==> config.mk <==
export PLATFORM = sky130hd
export DESIGN_NAME = pipe_hazard_ctrl
export DESIGN_NICKNAME = d
export VERILOG_FILES = /design/src/rtl/pipe_hazard_ctrl_pkg.sv /design/src/rtl/pipe_hazard_ctrl_prio_enc.sv /design/src/rtl/pipe_hazard_ctrl.sv
export SDC_FILE = /design/constraint.sdc
export NUM_CORES = 1
export LEC_CHECK = 0
export ABC_CLOCK_PERIOD_IN_PS = 10000
export CAP_MARGIN = 20
export CORE_MARGIN = 2
export CORE_UTILIZATION = 55
export CTS_BUF_LIST = sky130_fd_sc_hd__clkbuf_4 sky130_fd_sc_hd__clkbuf_8
export DETAILED_ROUTE_END_ITERATION = 7
export GPL_TIMING_DRIVEN = 0
export PLACE_DENSITY_LB_ADDON = 0.15
export SLEW_MARGIN = 25
export SYNTH_ARGS = -nofsm -noshare
export SYNTH_HDL_FRONTEND = slang
export SYNTH_SLANG_ARGS = --single-unit
==> constraint.sdc <==
create_clock -name clk -period 10 [get_ports clk]
set_clock_uncertainty 0.2 [all_clocks]
set_input_delay 2.5 -clock clk [delete_from_list [all_inputs] [get_ports clk]]
set_output_delay 2.5 -clock clk [all_outputs]
set_load 0.01 [all_outputs]
==> src/rtl/pipe_hazard_ctrl_pkg.sv <==
// Shared definitions for the pipeline hazard controller and the stage registers.
package pipe_hazard_ctrl_pkg;

  typedef enum logic {
    CTRL_RUN   = 1'b0,
    CTRL_FLUSH = 1'b1
  } ctrl_state_t;

  localparam int unsigned STG_IF  = 0;
  localparam int unsigned STG_ID  = 1;
  localparam int unsigned STG_EX  = 2;
  localparam int unsigned STG_MEM = 3;
  localparam int unsigned STG_WB  = 4;

endpackage

==> src/rtl/pipe_hazard_ctrl_prio_enc.sv <==
// Highest-set-index priority encoder with a valid flag.
module prio_enc #(
  parameter int unsigned WIDTH = 4,
  localparam int unsigned IW = (WIDTH > 1) ? $clog2(WIDTH) : 1
) (
  input  logic [WIDTH-1:0] req,
  output logic [IW-1:0]    idx,
  output logic             valid
);

  // Ascending scan: the last (highest) set bit overwrites earlier hits.
  always_comb begin
    idx   = '0;
    valid = 1'b0;
    for (int unsigned i = 0; i < WIDTH; i++) begin
      if (req[i]) begin
        idx   = IW'(i);
        valid = 1'b1;
      end
    end
  end

endmodule

==> src/rtl/pipe_hazard_ctrl.sv <==
// Per-stage stall/flush arbitration with flush hold, stall watchdog and
// stall-cycle counter.
module pipe_hazard_ctrl
  import pipe_hazard_ctrl_pkg::*;
#(
  parameter int unsigned STAGES     = 5,
  parameter int unsigned FLUSH_HOLD = 1,
  parameter int unsigned TIMEOUT    = 255
) (
  input  logic              clk,
  input  logic              rst,
  input  logic [STAGES-1:0] stall_req,
  input  logic [STAGES-1:0] flush_req,
  input  logic              timeout_clr,
  output logic [STAGES-1:0] stall,
  output logic [STAGES-1:0] flush,
  output logic              flushing,
  output logic              timeout,
  output logic [31:0]       stall_cnt
);

  localparam int unsigned IW   = (STAGES > 1) ? $clog2(STAGES) : 1;
  localparam int unsigned WD_W = (TIMEOUT > 1) ? $clog2(TIMEOUT) : 1;
  localparam logic [WD_W-1:0] WD_MAX    = WD_W'(TIMEOUT - 1);
  localparam logic [3:0]      HOLD_INIT = 4'(FLUSH_HOLD - 1);

  ctrl_state_t       state, state_nxt;
  logic [IW-1:0]     src, src_nxt;
  logic [IW-1:0]     win_idx;
  logic              win_vld;
  logic [3:0]        hold_cnt, hold_nxt;
  logic [STAGES-1:0] flush_nxt;
  logic [STAGES-1:0] win_mask;
  logic [STAGES-1:0] eff_req;
  logic [WD_W-1:0]   wd_cnt;
  logic              any_stall;
  logic              acc;

  prio_enc #(.WIDTH(STAGES)) u_prio_enc (
    .req   (flush_req),
    .idx   (win_idx),
    .valid (win_vld)
  );

  always_comb begin
    win_mask = '0;
    for (int unsigned i = 0; i < STAGES; i++) begin
      win_mask[i] = (i < 32'(win_idx));
    end
  end

  // Scan oldest to youngest so a blocked older stage backs up everything below it.
  assign eff_req = stall_req & ~flush;
  always_comb begin
    stall = '0;
    acc   = 1'b0;
    for (int unsigned j = 0; j < STAGES; j++) begin
      acc |= eff_req[STAGES-1-j];
      stall[STAGES-1-j] = acc & ~flush[STAGES-1-j] & ~rst;
    end
  end

  assign any_stall = |stall;
  assign flushing  = (state == CTRL_FLUSH);

  always_comb begin
    state_nxt = state;
    src_nxt   = src;
    hold_nxt  = hold_cnt;
    flush_nxt = flush;
    case (state)
      CTRL_RUN: begin
        if (win_vld) begin
          state_nxt = CTRL_FLUSH;
          src_nxt   = win_idx;
          flush_nxt = win_mask;
          hold_nxt  = HOLD_INIT;
        end else begin
          flush_nxt = '0;
        end
      end
      CTRL_FLUSH: begin
        if (win_vld && (win_idx > src)) begin
          src_nxt   = win_idx;
          flush_nxt = win_mask;
          hold_nxt  = HOLD_INIT;
        end else if (hold_cnt == 4'd0) begin
          state_nxt = CTRL_RUN;
          flush_nxt = '0;
        end else begin
          hold_nxt = hold_cnt - 4'd1;
        end
      end
      default: begin
        state_nxt = CTRL_RUN;
        flush_nxt = '0;
      end
    endcase
  end

  always_ff @(posedge clk or posedge rst) begin
    if (rst) begin
      state    <= CTRL_RUN;
      src      <= '0;
      hold_cnt <= '0;
      flush    <= '0;
    end else begin
      state    <= state_nxt;
      src      <= src_nxt;
      hold_cnt <= hold_nxt;
      flush    <= flush_nxt;
    end
  end

  always_ff @(posedge clk or posedge rst) begin
    if (rst) begin
      wd_cnt    <= '0;
      timeout   <= 1'b0;
      stall_cnt <= '0;
    end else begin
      if (any_stall) begin
        stall_cnt <= stall_cnt + 32'd1;
      end
      if (timeout_clr) begin
        wd_cnt  <= '0;
        timeout <= 1'b0;
      end else if (any_stall) begin
        if (wd_cnt == WD_MAX) begin
          timeout <= 1'b1;
        end else begin
          wd_cnt <= wd_cnt + 1'b1;
        end
      end else begin
        wd_cnt <= '0;
      end
    end
  end

endmodule

==> results.cfg <==
[worst_setup_path]
r2r_cells = 8
crit_path_start_kind = input port
crit_end = stall[0]
r2r_setup_slack_ns = 7.63
crit_arrival_ns = 4.25
crit_top_cell = clkdlybuf4s50_1
crit_chain = clkdlybuf4s50_1 -> nor2b_2 -> a2111oi_4 -> a211oi_1 -> clkdlybuf4s50_1
critPathMaxStageDelay_ns = 0.51
critPathSlowestCell = clkdlybuf4s50_1
timing.rr.end = src[1]
startpoint = stall_req[3]
crit_fanout = 4
crit_type = in2out
worstPathRequired_ns = 7.30
end_kind = primary output
r2r-start = src[1]

[drt]
drc_errors = 0
initialDrtViolationCount = 122
num_vias = 2114
detail_route.wl_per_cell_um = 14.2
wl_um = 5620
postRouteAntennaNets = 0
via_per_inst = 5.35
dr.pass1.iters = 4

[clock_tree]
cts_resized = 0
cts-root-buf = clkbuf_8
cts_made_buffers = 5
cts_hold_buf = 0
clockBufferDepth = 2
cts_setup_buffers = 0
cts.sinks = 54
clock_latency_ns = 0.31
cts_tree = built
h-tree-depth = 2
clk_pin_slew_worst_paths_ns = 0.10

[job]
max_cap_violations = 0

[timing]
min_period_ns = 6.95
post-route-period-util_pct = 69.5
rsz0062_at_grt = no
slew_headroom_pct = 56.7
hold_ws_ns = 0.278
fmax_mhz = 144
worst_pin_slew_ns = 0.650
slew_viol_final = 0
setup_violations = 0
tns_ns = 0
finalHoldViolCount = 0

[run_status]
status = completed

[synthesis]
ys_ff_latch = 54
yosysSeqAreaShare_pct = 49.4
synth.cell_area_mm2 = 0.00274
syn_area_per_cell_um2 = 10.3
synth.distinct_cells = 43
synthesis.instances = 265
yosys_warnings = 0
synth_nets = 286

[layout]
num-nets-final = 348
post-route-util_pct = 73.3
num_antenna_cells = 0
area_growth_pct = 27.4
drive_gt1_share_pct = 7.32

[placed_design]
gp_congestion = 0.754
hpwl_um = 4090
numPortBuffers = 55

[global_route]
grt_overflow = 0
grt_max_degree = 56
grt_pass1_wl_um = 9220
antenna_found_initial = 0
track_usage_pct = 21.3
grt_pass1_vias = 1971

[floorplanning]
die_y_um = 74.5
rows = 25
num_io_pins = 57
die_area_mm2 = 0.00556
initial_core_util_pct = 57.6
core_area_mm2 = 0.00475
die_w_um = 74.5

[pwr]
vdd_ir_drop_max_mv = 0.0988
p_leak_nw = 1.46
power_density_mw_per_mm2 = 195

[min_path]
hold_path.class = reg2reg
-- sequential cells by signal, indices dropped and copies added (netlist names) --
signal,flops
flush,5
flushing,1
hold_cnt,4
src,3
stall_cnt,32
timeout,1
wd_cnt,8
-- through the flow --
stage / power (mW) / instances / cell area (um2) / setup WS, ns
detailed placement: 0.538 / 387 / 3370 / 3.03
floorplan: 0.440 / 265 / 2740 / 3.12
finish: 0.681 / 395 / 3490 / 3.05
CTS: 0.685 / 395 / 3490 / 3.03
global route: 0.725 / 395 / 3490 / 2.94
global placement: 0.530 / 387 / 3370 / 2.13
-- report_power, final --
part	switching (mW)	internal, mW
logic	0.119	0.120
registers	0.0392	0.254
clock network	0.0733	0.0751
-- synthesized netlist by cell type --
cell type	n	area, um2
dfrtp_1	54	1350
xnor2_1	28	245
nand3_1	21	105
nor2_1	21	78.8
nand4_1	18	113
nand2_1	15	56.3
inv_1	14	52.6
and3_1	8	50.1
ha_1	8	100
nor3_1	8	40.0
o21ai_0	8	40.0
xor2_1	8	70.1
a211oi_1	4	30.0
and2_1	4	25.0
and4_1	4	35.0
buf_2	4	20.0
nand2b_1	4	25.0
nor2b_1	3	18.8
nor4_1	3	18.8
a2111oi_4	2	55.1
a21oi_1	2	10.0
clkbuf_1	2	7.51
mux2i_1	2	20.0
a21boi_0	1	7.51
a21o_1	1	7.51
a21oi_2	1	8.76
a221o_1	1	10.0
a311oi_1	1	8.76
a31oi_1	1	6.26
a32oi_1	1	8.76
and2b_1	1	7.51
and2b_4	1	10.0
buf_6	1	11.3
mux2_2	1	11.3
nor2_2	1	6.26
nor2b_2	1	8.76
nor3_2	1	10.0
nor4_2	1	12.5
o21ai_1	1	5.00
o21bai_1	1	7.51
o22ai_1	1	6.26
or3_1	1	6.26
or3b_2	1	8.76
-- cell families (layout without fill, tap and decap cells) --
group	after synthesis	in the layout	share of synthesized area, %
DFF	54	54	49.4
buffers and inverters	21	84	3.34
and+or+nand+nor	117	117	23.2
adders and majority gates	8	8	3.66
AOI/OAI and AO/OA	26	26	7.73
muxes	3	3	1.14
xor gates and xnor gates	36	36	11.5
-- how the worst min path moves through the flow --
| stage | endpoint | cells after the start | from | slack (ns) |
|---|---|---|---|---|
| floorplan | src[1] | 1 | src[1] | 0.28 |
| global placement | stall_cnt[31] | 1 | stall_cnt[31] | 0.26 |
| detailed placement | stall_cnt[31] | 1 | stall_cnt[31] | 0.27 |
| CTS | stall_cnt[31] | 1 | stall_cnt[31] | 0.28 |
| global route | stall_cnt[31] | 1 | stall_cnt[31] | 0.31 |
| finish | stall_cnt[31] | 1 | stall_cnt[31] | 0.28 |
-- cell usage in the layout (no fill, tap or decap), types with 8 or more instances in the layout --
cell type / instances
nand3_1: 21
clkdlybuf4s50_1: 55
nor3_1: 8
nand2_1: 15
dfrtp_1: 54
nor2_1: 21
inv_1: 13
o21ai_0: 8
and3_1: 8
xor2_1: 8
nand4_1: 18
ha_1: 8
xnor2_1: 28
-- worst max-delay path: cells and delay by family --
family                 cells  cell delay, ns
buffers and inverters      2            0.92
AO/OA/AOI/OAI              2            0.64
AND/OR/NAND/NOR            1            0.19
-- layer usage --
layer,part of all wire [%],track usage [%],vias to the layer above
met5,0,0,-
met4,0.64,4.37,0
met3,3.5,4.07,4
met2,49,35.4,36
met1,47,29.4,1022
li1,-,-,1052
-- area by class of cell --
cell class | instances | area (um2)
timing repair buffer | 55 | 551
sequential | 54 | 1350
fill | 373 | 1270
tap | 67 | 83.8
inverter | 14 | 55.1
clock inverter | 3 | 43.8
multi-input combinational | 190 | 1290
clock buffer | 5 | 68.8
buffer | 7 | 38.8
Power figures use the tool's default switching activity.
